$ cat src/rtl/bi_mem_client.sv
// Request/response client for a single-port synchronous memory. Reads return
// through an in-order response FIFO whose credits gate request acceptance.
module bi_mem_client #(
    parameter int WIDTH     = 16,
    parameter int HEIGHT    = 16,
    parameter int RSP_DEPTH = 3,
    localparam int AW       = (HEIGHT > 1) ? $clog2(HEIGHT) : 1
) (
    input  logic             clk_i,
    input  logic             rst_ni,
    input  logic             req_valid_i,
    output logic             req_ready_o,
    input  logic             req_write_i,
    input  logic [AW-1:0]    req_addr_i,
    input  logic [WIDTH-1:0] req_data_i,
    output logic             rsp_valid_o,
    input  logic             rsp_ready_i,
    output logic [WIDTH-1:0] rsp_data_o,
    output logic             rsp_err_o,
    output logic             mem_enable_o,
    output logic             mem_writeEnable_o,
    output logic [AW-1:0]    mem_addr_o,
    output logic [WIDTH-1:0] mem_data_o,
    input  logic [WIDTH-1:0] mem_data_i
);

    localparam int PW = $clog2(RSP_DEPTH);
    localparam int CW = $clog2(RSP_DEPTH + 1);
    localparam logic [PW-1:0] LAST_PTR = PW'(RSP_DEPTH - 1);

    logic [PW-1:0]    wr_ptr_q, wr_ptr_d;
    logic [PW-1:0]    rd_ptr_q, rd_ptr_d;
    logic [CW-1:0]    count_q, count_d;
    logic             inflight_q, inflight_d;
    logic             inflight_err_q, inflight_err_d;
    logic [WIDTH-1:0] fifo_data_q [RSP_DEPTH];
    logic             fifo_err_q  [RSP_DEPTH];

    logic             accept;
    logic             in_range;
    logic             push;
    logic             pop;
    logic [WIDTH-1:0] push_data;

    always_comb begin
        req_ready_o       = 1'b0;
        accept            = 1'b0;
        in_range          = 1'b0;
        mem_enable_o      = 1'b0;
        mem_writeEnable_o = 1'b0;
        mem_addr_o        = '0;
        mem_data_o        = '0;
        inflight_d        = 1'b0;
        inflight_err_d    = 1'b0;
        push              = 1'b0;
        push_data         = '0;
        pop               = 1'b0;
        wr_ptr_d          = wr_ptr_q;
        rd_ptr_d          = rd_ptr_q;
        count_d           = count_q;
        rsp_valid_o       = 1'b0;
        rsp_data_o        = '0;
        rsp_err_o         = 1'b0;

        // A read accepted last cycle already owns a FIFO slot, so it counts as used.
        req_ready_o = rst_ni && ((32'(count_q) + 32'(inflight_q)) < 32'(RSP_DEPTH));
        accept      = req_valid_i && req_ready_o;
        in_range    = 32'(req_addr_i) < 32'(HEIGHT);

        if (accept && in_range) begin
            mem_enable_o      = 1'b1;
            mem_writeEnable_o = req_write_i;
            mem_addr_o        = req_addr_i;
            mem_data_o        = req_data_i;
        end

        inflight_d     = accept && !req_write_i;
        inflight_err_d = accept && !req_write_i && !in_range;

        push      = inflight_q;
        push_data = inflight_err_q ? '0 : mem_data_i;

        rsp_valid_o = (count_q != '0);
        if (rsp_valid_o) begin
            rsp_data_o = fifo_data_q[rd_ptr_q];
            rsp_err_o  = fifo_err_q[rd_ptr_q];
        end
        pop = rsp_valid_o && rsp_ready_i;

        if (push) begin
            wr_ptr_d = (wr_ptr_q == LAST_PTR) ? '0 : wr_ptr_q + PW'(1);
        end
        if (pop) begin
            rd_ptr_d = (rd_ptr_q == LAST_PTR) ? '0 : rd_ptr_q + PW'(1);
        end
        case ({push, pop})
            2'b10:   count_d = count_q + CW'(1);
            2'b01:   count_d = count_q - CW'(1);
            default: count_d = count_q;
        endcase
    end

    always_ff @(posedge clk_i or negedge rst_ni) begin
        if (!rst_ni) begin
            wr_ptr_q       <= '0;
            rd_ptr_q       <= '0;
            count_q        <= '0;
            inflight_q     <= 1'b0;
            inflight_err_q <= 1'b0;
        end else begin
            wr_ptr_q       <= wr_ptr_d;
            rd_ptr_q       <= rd_ptr_d;
            count_q        <= count_d;
            inflight_q     <= inflight_d;
            inflight_err_q <= inflight_err_d;
        end
    end

    // Payload storage needs no reset: nothing is visible until count_q says so.
    always_ff @(posedge clk_i) begin
        if (push) begin
            fifo_data_q[wr_ptr_q] <= push_data;
            fifo_err_q[wr_ptr_q]  <= inflight_err_q;
        end
    end

endmodule

$ cat config.mk
export PLATFORM = sky130hd
export DESIGN_NAME = bi_mem_client
export DESIGN_NICKNAME = d
export VERILOG_FILES = /design/src/rtl/bi_mem_client.sv
export SDC_FILE = /design/constraint.sdc
export NUM_CORES = 1
export LEC_CHECK = 0
export BUFFER_PORTS_ARGS = -buffer_cell sky130_fd_sc_hd__buf_2
export CORE_ASPECT_RATIO = 1.25
export CORE_MARGIN = 2
export CORE_UTILIZATION = 40
export DETAILED_ROUTE_END_ITERATION = 10
export PLACE_DENSITY_LB_ADDON = 0.2
export SLEW_MARGIN = 30
export SYNTH_ARGS = -nofsm -noshare
export SYNTH_HDL_FRONTEND = slang
export SYNTH_SLANG_ARGS = --single-unit
$ cat constraint.sdc
create_clock -name clk_i -period 1.95 [get_ports clk_i]
set_clock_uncertainty 0.05 [all_clocks]
set_input_delay 0.0975 -clock clk_i [delete_from_list [all_inputs] [get_ports clk_i]]
set_output_delay 0.0975 -clock clk_i [all_outputs]
set_load 0.005 [all_outputs]
==> flow_summary.toml <==
[final_layout]
fin_nets = 322
num_antenna_cells = 0
n_fill_cell = 483
final_common_cell = "buf_2"
syn_to_final_growth_pct = 43.2
fin_area_sq_um = 3470
drive_gt1_frac = 0.523
final_cell_mix = "63 x buf_2, 48 x edfxtp_1, 20 x buf_6"

[power]
netSwitchingPower_mw = 1.13
clkPwrFrac = 0.198
vdd_drop_max_v = 0.000473
leakage_nw = 1.48
internal_power_mw = 2.69
finalPower_mw = 3.82
combPwrFrac = 0.414
p_sw_frac = 0.295
seqPwrFrac = 0.388
p_per_area_nw_per_um2 = 1100

[clock_tree]
clk_path_buf_depth = 2
cts_root_buf = "clkbuf_8"
h-tree-depth = 2
clk_latency_ns = 0.30
path_clk_slew_ns = 0.09
clock-sinks = 55
cts_buffers = 5
cts_tree = "done"

[detailed_routing]
avgViaCountPerCell = 4.75
drt-total-wl_microns = 4880
post-route-drc-count = 0
drt_pre_antenna_iters = 4
drt_iter0_markers = 125
ant_nets = 0
vias = 1638
avgRoutedWirePerCell_microns = 14.1

[sta]
slew_viol_final = 0
finalHoldViolCount = 0
fmax_mhz = 466
post-route-period-util = 1.10
setup_violations = 21
grt_setup_unrepaired = "true"
setup_slack_ns = -0.194
period_needed_ns = 2.14
tns_ns = -3.46

[yosys]
syn_area_sq_um = 2420
netlist_top_cells_area = "edfxtp_1 60%, mux2_2 7.4%, dfrtp_1 7.2%"
synth_area_leader_cell = "edfxtp_1"
synth_fp_nets = 205
yosysWarnings = 0
synth.top_cell.area_share = 0.595
synthCells = 161
synth.avg_cell_area_sq_um = 15.0
yosysUniqueCellTypes = 23
ys_ff_latch = 55
seq_area_frac_synth = 0.668

[floorplan]
row_count = 31
fp.dieW_microns = 73.6
ioPinCount = 82
core_sq_um = 5820
start_util = 0.416
die_h_microns = 91.0
die_area_sq_um = 6690

[setup_path]
crit_arrival_ns = 2.00
setup.worst_path.end_class = "output pin"
cp-start-kind = "flop"
cp.required_ns = 1.80
crit_path_max_fanout = 6
crit_type = "flop to output pin"

[placed_design]
gp_congestion = 0.778
postPlaceCellArea_sq_um = 2950
port_buffers = 80
dp_hpwl_microns = 3200

[global_routing]
antenna_found_initial = 0
grt_pass1_vias = 1641
track_usage = 0.150
grt_max_degree = 18
overflow = 0
grt_pass1_wl_microns = 7580

[flow_run]
maxCapViolCount = 0

[min_path]
hp-class = "input port to async pin"

[run_status]
violations = "negative setup slack"
status = "complete, but fails checks"
## path summary, 6_finish.rpt
kind / from / endpoint / slack, ns / cells past startpoint
worst max-delay path: inflight_q / mem_data_o[9] / -0.19 / 7
worst min-delay path: rst_ni / inflight_q / 0.18 / 2
worst max register to register: inflight_q / inflight_q / 0.36 / 5
worst min register to register: wr_ptr_q[1] / wr_ptr_q[1] / 0.54 / 1
max in group asynchronous: rst_ni / wr_ptr_q[0] / 1.41 / 2
min in group clk_i: rsp_ready_i / rd_ptr_q[1] / 0.19 / 4
## flip-flops by register name (all words and copies together), names as in the netlist
register     count
rd_ptr_q         2
count_q          2
wr_ptr_q         2
inflight_q       1
fifo_data_q     48
## cell usage after synthesis (all sizes together)
master and count:
nor2b 1, buf 8, nor3b 1, xor2 1, inv 5, xnor2 2
nor2 19, a2111oi 1, dfrtp 7, conb 1, nor3 2, o21ai 2
mux2 16, edfxtp 48, a211oi 1, nand2 2, a21o 3, and2 21
nand2b 1, ha 3, mux2i 16
## worst max-delay path, cell delays in order, from the launching register on
cell,delay (ns)
dfrtp_1,0.40
ha_2,0.20
ha_4,0.22
a2111oi_4,0.32
buf_4,0.20
buf_6,0.12
and2_4,0.14
buf_6,0.08
## power groups by stage
stage	Sequential, mW	Clock [mW]	Combinational (mW)
after floorplan	1.49	0	0.909
after global placement	1.50	0	1.40
after detailed placement	1.51	0	1.41
after CTS	1.49	0.785	1.52
after global routing	1.50	0.832	1.75
final	1.48	0.756	1.58
## cells by family after synthesis
family,Yosys count,synth area share
AOI/OAI and AO/OA,7,0.0279
xor gates and xnor gates,3,0.0109
adders and majority gates,3,0.0155
buffers and inverters,13,0.0367
DFF,55,0.668
muxes,32,0.141
other,1,0.00155
and+or+nand+nor,47,0.0992
## stage by stage
step	setup slack, ns	util	cells	hold slack (ns)
after floorplan	0.128	-	161	-0.248
after global placement	0.0771	0.507	313	-0.102
after global routing	-0.290	0.596	345	0.189
final	-0.194	0.596	345	0.177
after detailed placement	0.0565	0.507	313	-0.0979
after CTS	-0.193	0.576	344	0.178
## routing by layer
metal | wire length [microns] | track usage | up-vias
li1 | - | - | 800
met2 | 2660 | 0.273 | 71
met5 | 0 | 0 | -
met4 | 31 | 0.0455 | 0
met3 | 325 | 0.0355 | 4
met1 | 1860 | 0.168 | 763
## final cells by class
class	instances	area (sq um)	area share
clock buffers	6	82.6	0.0238
multi-input cells	93	783	0.226
repair buffers	118	848	0.245
well taps	66	82.6	0.0238
clock inverters	2	35.0	0.0101
flip-flops and latches	55	1620	0.466
inverters	5	18.8	0.00541
## timing repair
action,CTS,global route
buffers inserted,2,2
pin swaps,11,8
hold endpoints to repair,56,0
hold buffers,18,0
setup endpoints to repair,22,22
gates cloned,3,0
gates resized for setup,17,24
(Power assumes the default switching activity.)
